`src/rtl/fb_ddram_writer.sv`:
```
// Buffers renderer framebuffer writes in a DEPTH-entry FIFO and drains them as single-beat Avalon writes.
// Two edges from request to DDRAM_WE; ch_ready drops only when the FIFO is full; DDRAM_BUSY holds the beat.
module fb_ddram_writer #(
  parameter int DEPTH = 4,
  parameter int AW    = 29
) (
  input  logic          clk_sys,
  input  logic          rst_n,
  input  logic [AW-1:0] ch_addr,
  input  logic [63:0]   ch_din,
  input  logic [7:0]    ch_be,
  input  logic          ch_req,
  output logic          ch_ready,
  input  logic          DDRAM_BUSY,
  output logic [7:0]    DDRAM_BURSTCNT,
  output logic [AW-1:0] DDRAM_ADDR,
  output logic [63:0]   DDRAM_DIN,
  output logic [7:0]    DDRAM_BE,
  output logic          DDRAM_WE,
  output logic          DDRAM_RD,
  output logic [4:0]    level,
  output logic          idle,
  output logic          overflow
);

  localparam int PW = $clog2(DEPTH);
  localparam logic [4:0] FULL = 5'(DEPTH);

  typedef struct packed {
    logic [AW-1:0] addr;
    logic [63:0]   din;
    logic [7:0]    be;
  } entry_t;

  typedef enum logic {S_IDLE, S_WRITE} state_t;

  state_t        state, state_nxt;
  entry_t        mem [DEPTH];
  logic [PW-1:0] wr_ptr, rd_ptr;
  logic [4:0]    count;
  logic          push, load;

  assign ch_ready       = (count != FULL);
  assign push           = ch_req & ch_ready;
  assign DDRAM_BURSTCNT = 8'd1;
  assign DDRAM_RD       = 1'b0;
  assign DDRAM_WE       = (state == S_WRITE);
  assign level          = count;
  assign idle           = (state == S_IDLE) && (count == 5'd0);

  // count is the registered value, so a push on this edge is never visible to load
  always_comb begin
    state_nxt = state;
    load      = 1'b0;
    case (state)
      S_IDLE: begin
        if (count != 5'd0) begin
          load      = 1'b1;
          state_nxt = S_WRITE;
        end
      end
      S_WRITE: begin
        if (!DDRAM_BUSY) begin
          if (count != 5'd0) load = 1'b1;
          else               state_nxt = S_IDLE;
        end
      end
      default: state_nxt = S_IDLE;
    endcase
  end

  always_ff @(posedge clk_sys or negedge rst_n) begin
    if (!rst_n) state <= S_IDLE;
    else        state <= state_nxt;
  end

  always_ff @(posedge clk_sys) begin
    if (push) mem[wr_ptr] <= '{addr: ch_addr, din: ch_din, be: ch_be};
  end

  always_ff @(posedge clk_sys or negedge rst_n) begin
    if (!rst_n) begin
      wr_ptr <= '0;
      rd_ptr <= '0;
      count  <= 5'd0;
    end else begin
      if (push) wr_ptr <= wr_ptr + PW'(1);
      if (load) rd_ptr <= rd_ptr + PW'(1);
      case ({push, load})
        2'b10:   count <= count + 5'd1;
        2'b01:   count <= count - 5'd1;
        default: count <= count;
      endcase
    end
  end

  // output registers only move on a load, which implies WE low or the beat accepted
  always_ff @(posedge clk_sys or negedge rst_n) begin
    if (!rst_n) begin
      DDRAM_ADDR <= '0;
      DDRAM_DIN  <= 64'd0;
      DDRAM_BE   <= 8'd0;
    end else if (load) begin
      DDRAM_ADDR <= mem[rd_ptr].addr;
      DDRAM_DIN  <= mem[rd_ptr].din;
      DDRAM_BE   <= mem[rd_ptr].be;
    end
  end

  always_ff @(posedge clk_sys or negedge rst_n) begin
    if (!rst_n)                   overflow <= 1'b0;
    else if (ch_req && !ch_ready) overflow <= 1'b1;
  end

endmodule

```
`config.mk`:
```
export PLATFORM = sky130hd
export DESIGN_NAME = fb_ddram_writer
export DESIGN_NICKNAME = d
export VERILOG_FILES = /design/src/rtl/fb_ddram_writer.sv
export SDC_FILE = /design/constraint.sdc
export NUM_CORES = 1
export LEC_CHECK = 0
export ABC_CLOCK_PERIOD_IN_PS = 4200
export BUFFER_PORTS_ARGS = -buffer_cell sky130_fd_sc_hd__buf_2
export CAP_MARGIN = 0
export CELL_PAD_IN_SITES_DETAIL_PLACEMENT = 0
export CELL_PAD_IN_SITES_GLOBAL_PLACEMENT = 1
export CORE_MARGIN = 4
export CORE_UTILIZATION = 51
export DETAILED_ROUTE_END_ITERATION = 10
export PLACE_DENSITY_LB_ADDON = 0.1
export SETUP_SLACK_MARGIN = 0.15
export SLEW_MARGIN = 20
export SYNTH_ARGS = -nofsm -noshare
export SYNTH_HDL_FRONTEND = slang
export SYNTH_SLANG_ARGS = --single-unit
```
`constraint.sdc`:
```
create_clock -name clk_sys -period 4.2 [get_ports clk_sys]
set_clock_uncertainty 0.2 [all_clocks]
set_input_delay 0.21 -clock clk_sys [delete_from_list [all_inputs] [get_ports clk_sys]]
set_output_delay 0.21 -clock clk_sys [all_outputs]
set_load 0.005 [all_outputs]
```
; ---- Word level (Yosys, flattened, before mapping)
; Memories as Yosys holds them, arrays and structs flattened. A register that Yosys moved wholly into a read port is not among the register bits.
; Cells that the tools add are included.
[classes]
mux = 8
multipliers = 0
order_cmp = 0
reduce_logical = 7
n_addsub = 4
n_eq_ne = 3
div_mod_pow = 0
bitwise_logic = 2
shift = 0
[op_table]
columns = cell, n
row1 = case mux 5 bit (2 select lines), 1
row2 = adder 5 x 1 -> 5 bit (second input constant), 1
row3 = logical NOT 5 bit, 1
row4 = 2-to-1 mux 1 bit, 5
row5 = != test 5 x 3 -> 1 bit (second input constant), 1
row6 = nonzero test 5 bit, 1
row7 = subtractor 5 x 1 -> 5 bit (second input constant), 1
row8 = adder 2 x 1 -> 2 bit (second input constant), 2
row9 = case mux 1 bit (2 select lines), 2
row10 = equality test 2 x 1 -> 1 bit (second input constant), 1
row11 = equality test 2 bit (second input constant), 1
row12 = logical AND 1 bit, 2
row13 = logical NOT 1 bit, 2
row14 = nonzero test 2 bit, 1
row15 = bitwise AND 1 bit, 1
row16 = inverter 1 bit, 1
[word_totals]
inputBits = 105
latchBits = 0
ramBits = 404
mem_bits_ro = 0
n_memories = 1
reg_bits = 11
word_cells = 30
[memory_table]
columns = memory, depth, width, rd, rd_clocked_by_memory_dff, write_ports, line
row1 = mem, 4, 101, 1, 1, 1, 38  ; entry_t mem [DEPTH];

; ---- Longest topological paths before layout
; Gate-level depths: netlist of run 1.
[depth]
depth_word = 6
mapped_depth = 13
depth_no_buf = 11

; ---- Least setup slack after synthesis of run 1
; No wires, ideal clock.
[synth_path]
path_kind = register -> register
startpoint = register count[1], in the netlist level[1]
endpoint = memory mem[0][0] (netlist bit) (enable)
t_arrival_ps = 3121
stages_incl_launch_ff = 4
period_less_slack_ps = 3793
setup_slack_ps = 407
path_cell_list = dfrtp_1 nor2_1 nand3_1 and3_1
[synth_between]
elab_chain_len = 4
[synth_lines]
columns = element, line
row1 = start: declaration, 40  ; logic [4:0] count;
row2 = start signal: assignment, 90  ; 2'b10: count <= count + 5'd1;
row3 = start signal: assignment, 91  ; 2'b01: count <= count - 5'd1;
row4 = start signal: assignment, 92  ; default: count <= count;
row5 = != test 5 x 3 -> 1 bit, 43  ; assign ch_ready = (count != FULL);
row6 = via ch_ready, 13  ; output logic ch_ready,
row7 = bitwise AND 1 bit, 44  ; assign push = ch_req & ch_ready;
row8 = 2-to-1 mux 1 bit, 78  ; if (push) mem[wr_ptr] <= '{addr: ch_addr, din: ch_din, be: ch_be};
row9 = 2-to-1 mux 1 bit (implied by the code), 78
row10 = end: declaration, 38
; The timed path passes the listed nets, and every way through them passes these cells.

; ---- Worst setup path in the final report of run 1
[layout_path]
startpoint = register count[3], in the netlist level[3]
endpoint = register count[4], in the netlist level[4]
[layout_between]
elab_chain_len = 6
elab_cells_between_ends = 12
cone_classes = 2 x add/sub / 3 x eq/ne / 4 x mux / 1 x bitwise / 2 x reduce/logical
[layout_lines]
columns = element, line
row1 = nonzero test 5 bit, "57, 64"
row2 = 2-to-1 mux 1 bit, "57, 64"
row3 = 2-to-1 mux 1 bit, 63  ; if (!DDRAM_BUSY) begin
row4 = case mux 1 bit (2 select lines), 55  ; case (state)
row5 = equality test 2 x 1 -> 1 bit / equality test 2 bit (equally long branches), 89  ; case ({push, load})
row6 = case mux 5 bit (2 select lines) / nonzero test 2 bit (equally long branches), n/a
; Several ways; a longest one is shown, not always the timed one.
; A chain may end at the register's enable or synchronous reset.

==> results of run 1 <==
[sequential cells by signal, indices dropped and copies added (netlist names)]
signal / cells
mem: 404
DDRAM_DIN: 64
DDRAM_ADDR: 29
DDRAM_BE: 8
level: 5
rd_ptr: 2
wr_ptr: 2
DDRAM_WE: 1
overflow: 1
[final cells by class]
cell class / count / share of cell area
antenna: 1 / 0.000105
clock inverter: 19 / 0.00960
inverter: 3 / 0.000475
multi-input combinational: 259 / 0.171
clock buffer: 77 / 0.0627
timing repair buffer: 337 / 0.100
sequential: 516 / 0.630
tap: 504 / 0.0266
[cell families (layout without fill, tap and decap cells)]
family,count (synthesis),in the layout,share of synthesized area
DFF,516,516,0.775
other,2,10,0.000390
buffers and inverters,48,436,0.0174
AOI/OAI and AO/OA,10,10,0.00390
xor gates and xnor gates,10,10,0.00455
adders and majority gates,7,7,0.00454
muxes,204,204,0.189
and+or+nand+nor,19,19,0.00552
[metrics by stage]
step / utilization / instance area (µm²) / power (mW) / cells / hold slack, ps
floorplan: - / 19300 / 10.5 / 823 / -286
global placement: 0.567 / 20900 / 11.9 / 1513 / 73.6
detailed placement: 0.567 / 20900 / 12.0 / 1513 / 75.8
CTS: 0.642 / 23700 / 16.7 / 1715 / 136
global route: 0.642 / 23700 / 17.3 / 1715 / 182
finish: 0.642 / 23700 / 16.4 / 1716 / 190
[worst max-delay path: stages (launching register included)]
cell     delay (ps)
dfrtp_1         440
nor2_1          260
nand3_1         240
and2_1          270
inv_1            90
ha_1            340
xor2_1          180
ha_1            200
nor2b_1         170
a31oi_1         100
o32ai_1         270
xor2_1          160
[routing by layer]
metal  up-vias  GRT usage  part of all wire
met1      4770      0.250              0.42
met3        52     0.0420             0.057
met5         -          0           0.00035
met2       216      0.316              0.50
li1       4022          -                 -
met4         2     0.0495             0.017
[layout by cell type (no fill, tap or decap), drive strengths merged, types with 2 or more instances in the layout]
cell,count
mux2,103
a22oi,3
ha,7
dlygate4sd3,106
and3,4
clkinv,11
bufinv,5
xor2,7
clkbuf,77
dfrtp,112
clkinvlp,2
inv,4
nand2,2
xnor2,3
buf,231
nor2b,3
conb,9
a21oi,2
edfxtp,404
mux4,101
nor2,5
[power groups by stage]
stage | Clock [mW] | Sequential, mW | Combinational [mW]
detailed placement | 0 | 7.79 | 4.22
global placement | 0 | 7.76 | 4.18
CTS | 4.71 | 7.71 | 4.31
global route | 4.93 | 7.84 | 4.56
finish | 4.59 | 7.68 | 4.18
floorplan | 0 | 7.55 | 2.95
[final timing paths]
kind                                       to  slack [ps]  cells past startpoint
worst max register to register       level[4]        1200                     11
worst max-delay path                 level[4]        1200                     11
worst min-delay path               mem[1][29]         190                      2
min in group asynchronous       DDRAM_DIN[53]         530                      3
max in group asynchronous       DDRAM_DIN[37]        2190                      4
worst min register to register       overflow         280                      1
==> summary.md, run 1 <==
| Metric | Value |
|---|---|
| Area of the multi-input gates | 4050 µm² |
| Total grt overflow | 0 |
| Port Buf Inserts | 214 |
| Hpwl dp | 21400 µm |
| Crit share post-route | 0.715 |
| Critical path class | reg2reg |
| Sequential cell area | 14900 µm² |
| Seq/Total Area, Yosys | 0.775 |
| Seq pwr share | 0.467 |
| Vias in the first global route | 9877 |
| Sw Pwr | 4.35 mW |
| Worst Tran Pin Value | 949 ps |
| Latest clock arrival within the worst-skew pair | 570 ps |
| Initial antenna violation count | 1 |
| Max VDD drop | 0.446 mV |
| Std cell rows | 70 |
| Avg Inst Size Synth | 23.6 µm² |
| Final WS setup | 1200 ps |
| Synthesized area | 19300 µm² |
| Req. time, crit path | 4490 ps |
| Area grow syn2layout | 23.1% |
| Setup TNS | 0 ps |
| CP max FO | 8 |
| Pleak | 8.73 nW |
| Mean number of vias per cell | 5.28 |
| Final period demand of the worst path | 3000 ps |
| CTS buffer count | 52 |
| Top cell type's share of synthesized area | 0.630 |
| Max-Slew Margin vs Limit | 0.367 |
| Synth unique cells | 33 |
| Core ar. | 37000 µm² |
| Critical Path Start Type | flop |
| Die height | 202 µm |
| Status | completed |
| Cell taking the most area after synthesis | edfxtp_1 |
| Detail Route Antenna Nets | 0 |
| Setup Viol. Count Final | 0 |
| Largest net degree at the start of global routing | 104 |
| Critical R2R Launch | level[3] |
| IO Pins | 224 |
| Clock-pin transition on the worst setup and hold timing paths | 60 ps |
| Root buffer cell | clkbuf_16 |
| Critical Path AT | 3300 ps |
| Cell Pwr Density | 693 nW/µm² |
| Ranking of synthesized cells by area | edfxtp_1 (63%), dfrtp_1 (15%), mux4_2 (12%), mux2_4 (4.2%), mux2_2 (2.9%) |
| GP Congestion | 0.714 |
| FMAX | 333 MHz |
| FFs w/ async S/R, synth | 0.217 |
| Layout cells sized above 1 | 0.428 |
| Min-delay worst type | in2reg |
| Pint | 12.1 mW |
| Commonest cells post-synth | edfxtp_1 (404), dfrtp_1 (112), mux4_2 (101) |
| Pre-CTS setup slack | 1210 ps |
| Max-cap violations | 0 |
| RSZ-0062 raised after global routing | false |
| Sw Share | 0.265 |
| Count leader, synth | edfxtp_1 |
| CTS tree | yes |
| Routed len/inst | 21.9 µm |
| Max Slew Vio Count | 0 |
| Die width | 202 µm |
| Critical path origin | level[3] |
| Main synth FF type | edfxtp_1 |
| DR pass1 iterations | 4 |
| Number of remaining DRC errors | 0 |
| FILL cells | 2572 |
| Drt initial violations | 504 |
| Nets | 1281 |
| Hold Buf Count CTS | 106 |
| Die area | 41000 µm² |
| First-pass GRT wire length | 58800 µm |
| Tot GR Track Use | 0.187 |
| Ys Warns | 0 |
| Gate Count Post-Synth | 816 |
| CP Capture Type | flop |
| Hold path start | ch_din[21] |
| Final wirelength | 37600 µm |
| H-tree levels | 2 |
| Combinational power share | 0.254 |
| Initial core utilization | 0.521 |
| EDFF count, synth | 404 |
| Max clock buf depth | 3 |
| TritonCTS Sinks | 516 |
| Postcts setup bufs | 0 |
| Synthesized flop and latch total | 516 |
| Final hold violation count | 0 |
| Post_cts resized | 0 |
| Clock Power Share | 0.279 |
| Vias | 9062 |
Note: power is estimated with default switching activity, not from simulation.
==> inputs of run 2 (changes only) <==
Settings changed: ABC_AREA from default to 1, ABC_CLOCK_PERIOD_IN_PS 4200 to 2450, CORE_UTILIZATION 51 to 43.
Clock period 4.2 ns to 2.45 ns, I/O delays scaled along.
==> summary.md, run 2 <==
| Metric | Value |
|---|---|
| Slowest CP cell | dfrtp_1 |
| Setup Viol. Count Final | 0 |
| Min-delay worst type | in2reg |
| Most frequent cells in the layout | edfxtp_1 (404), nand2_1 (324), buf_2 (213), nor2_1 (208), o21ai_0 (139) |
| Proportion of synthesized area in mux cells | 0 |
| Worst R2R Path Depth | 16 |
| Pleak | 9.42 nW |
| Final period demand of the worst path | 2190 ps |
| Vias in the first global route | 12354 |
| CTS buffer count | 53 |
| Pwr Total | 29.5 mW |
| Busiest layer in global routing | met2 |
| XOR/XNOR Fraction of Synth Area | 0.00180 |
| Synth Area in Simple Gates | 0.107 |
| Layout cells sized above 1 | 0.191 |
| Largest reg by FF count | mem |
| Hpwl dp | 25000 µm |
| Cell Pwr Density | 1220 nW/µm² |
| DR pass1 iterations | 5 |
| Seq/Total Area, Yosys | 0.766 |
| Design area | 24200 µm² |
| Max clock buf depth | 3 |
| M2 GR Usage | 0.324 |
| RSZ-0062 raised after global routing | false |
| Initial antenna violation count | 3 |
| Port Buf Inserts | 214 |
| FFs w/ async S/R, synth | 0.217 |
| Number of remaining DRC errors | 0 |
| Reg-to-Reg End | level[4] |
| Ys Warns | 0 |
| Area grow syn2layout | 24.1% |
| Max VDD drop | 0.862 mV |
| Latest clock arrival within the worst-skew pair | 590 ps |
| Most common cell after layout, fill and taps aside | edfxtp_1 |
| Ranking of synthesized cells by area | edfxtp_1 (62%), dfrtp_1 (14%), nand2_1 (6.3%), nor2_1 (4.1%), o21ai_0 (3.6%) |
| Max-cap violations | 0 |
| Max Slew Vio Count | 0 |
| Top cell type's share of synthesized area | 0.622 |
| Main synth FF type | edfxtp_1 |
| Critical R2R Launch | level[0] |
| Most frequent CP cell | nand2_2 |
| Max-Slew Margin vs Limit | 0.514 |
| Critical Path Start Type | flop |
| Synth Area in Compound Gates | 0.0868 |
| Commonest cells post-synth | edfxtp_1 (404), nand2_1 (328), nor2_1 (213) |
| Final wirelength | 46800 µm |
| CTS tree | yes |
| Critical Path AT | 2460 ps |
| EDFF count, synth | 404 |
| CP max FO | 3 |
| Req. time, crit path | 2720 ps |
| Core ar. | 44500 µm² |
| Count leader, synth | edfxtp_1 |
| Hold depth | 2 |
| Die width | 221 µm |
| Largest family of logic cells by synthesized area | simple AND/OR/NAND/NOR gates |
| IO Pins | 224 |
| Die area | 48800 µm² |
| Clock-pin transition on the worst setup and hold timing paths | 60 ps |
| Std cell rows | 77 |
| FMAX | 456 MHz |
| Crit-path cells | nor2_2 > nand4_2 > o21ai_4 > inv_4 > ha_4 > nand2_2 > inv_2 > nor2_2 > ha_2 > inv_1 > nand2_2 > nand3_2 > nand2_1 > nand2_1 > nand3_2 > nand2_2 |
| Setup TNS | 0 ps |
| Hold Path Sink | mem[3][15] |
| Detail Route Antenna Nets | 0 |
| Crit share post-route | 0.895 |
| Cell taking the most area after synthesis | edfxtp_1 |
| FILL cells | 3853 |
| Synthesized flop and latch total | 516 |
| Synth unique cells | 26 |
| Nets | 1944 |
| Initial core utilization | 0.438 |
| GR Util met3 | 0.0338 |
| Critical path class | reg2reg |
| Die height | 221 µm |
| Largest net degree at the start of global routing | 148 |
| Root buffer cell | clkbuf_16 |
| Hold path start | ch_din[7] |
| First-pass GRT wire length | 73000 µm |
| Biggest regs | mem (404), DDRAM_DIN (64), DDRAM_ADDR (29) |
| Worst Tran Pin Value | 729 ps |
| Slowest stage delay, CP | 380 ps |
| CP Capture Type | flop |
| Status | completed |
| Routed len/inst | 19.0 µm |
| Final hold violation count | 0 |
| Post-Synth Adder-Cell Area | 0.00449 |
| TritonCTS Sinks | 516 |
| Max FFs per register | 404 |
| GR Layer Usage met1 | 0.251 |
| Total grt overflow | 0 |
| H-tree levels | 2 |
| Drt initial violations | 780 |
| Synthesized area | 19500 µm² |
| Mean number of vias per cell | 5.02 |
| GP Congestion | 0.725 |
| Avg Inst Size Synth | 12.9 µm² |
| Gate Count Post-Synth | 1509 |
| Placement Cell Area | 21400 µm² |
| Tot GR Track Use | 0.189 |
| Vias | 12391 |
| R2R setup slack | 260 ps |
## run 2: cell count changes after synthesis, sizes merged, moves of 6 or more
cell	before	now
mux4	101	0
clkbuf	8	37
inv	3	21
nor2	5	214
buf	37	61
xor2	7	1
o22ai	0	101
mux2	103	0
o21ai	1	207
nand2	2	328
## run 2: worst max-delay path by stage
stage,start,endpoint,cells past startpoint
after detailed placement,level[2],level[4],16
after floorplan,level[1],mem[0][0],4
after global routing,level[0],level[4],16
final,level[0],level[4],16
after CTS,level[1],level[4],16
after global placement,level[2],level[4],16
## run 2: worst max-delay path, delay by kind of cell, from the launching register on
kind                       cells  cell delay, ps
and+or+nand+nor               10             870
DFF                            1             380
adders and majority gates      2             340
AOI/OAI and AO/OA              1             120
buffers and inverters          3             150
## run 2: cell type report
class | instances | area [µm²] | share of cell area
diodes | 2 | 5.00 | 0.000207
clock buffers | 69 | 1420 | 0.0586
clock inverters | 30 | 282 | 0.0116
inverters | 21 | 88.8 | 0.00367
multi-input cells | 881 | 4020 | 0.166
flip-flops and latches | 516 | 14900 | 0.618
well taps | 592 | 741 | 0.0306
repair buffers | 359 | 2690 | 0.111
## run 2: per-stage QoR
step | utilization | worst slack (ps) | std cells | hold slack, ps
after floorplan | - | -503 | 1516 | -373
after global placement | 0.480 | 141 | 2259 | -15.9
after detailed placement | 0.480 | 158 | 2259 | -11.8
after CTS | 0.542 | 171 | 2464 | 31.3
after global routing | 0.543 | 125 | 2469 | 62.7
final | 0.543 | 258 | 2470 | 79.3
## run 2: cells by family after synthesis
family | count (synthesis)
and+or+nand+nor | 550
xor gates and xnor gates | 4
DFF | 516
buffers and inverters | 119
adders and majority gates | 7
AOI/OAI and AO/OA | 311
other | 2
## run 2: routing by layer
layer,wire length [µm],share of wire,up-vias
met5,7,0.00015,-
met2,23200,0.49,225
met1,20800,0.44,6125
met3,2050,0.044,57
met4,805,0.017,2
li1,-,-,5982
## run 2: where the power goes
group          total (mW)  switching [mW]  internal [mW]
Sequential           12.8           0.899           11.9
Clock                7.88            3.28           4.60
Combinational        8.88            5.72           3.16
## run 2: repair_timing
item / in CTS / in global routing
pin swaps: 0 / 11
hold buffers: 105 / 0
setup buffers: 1 / 4
gates resized for setup: 1 / 11
setup endpoints to repair: 1 / 2
endpoints found under the hold margin: 520 / 0
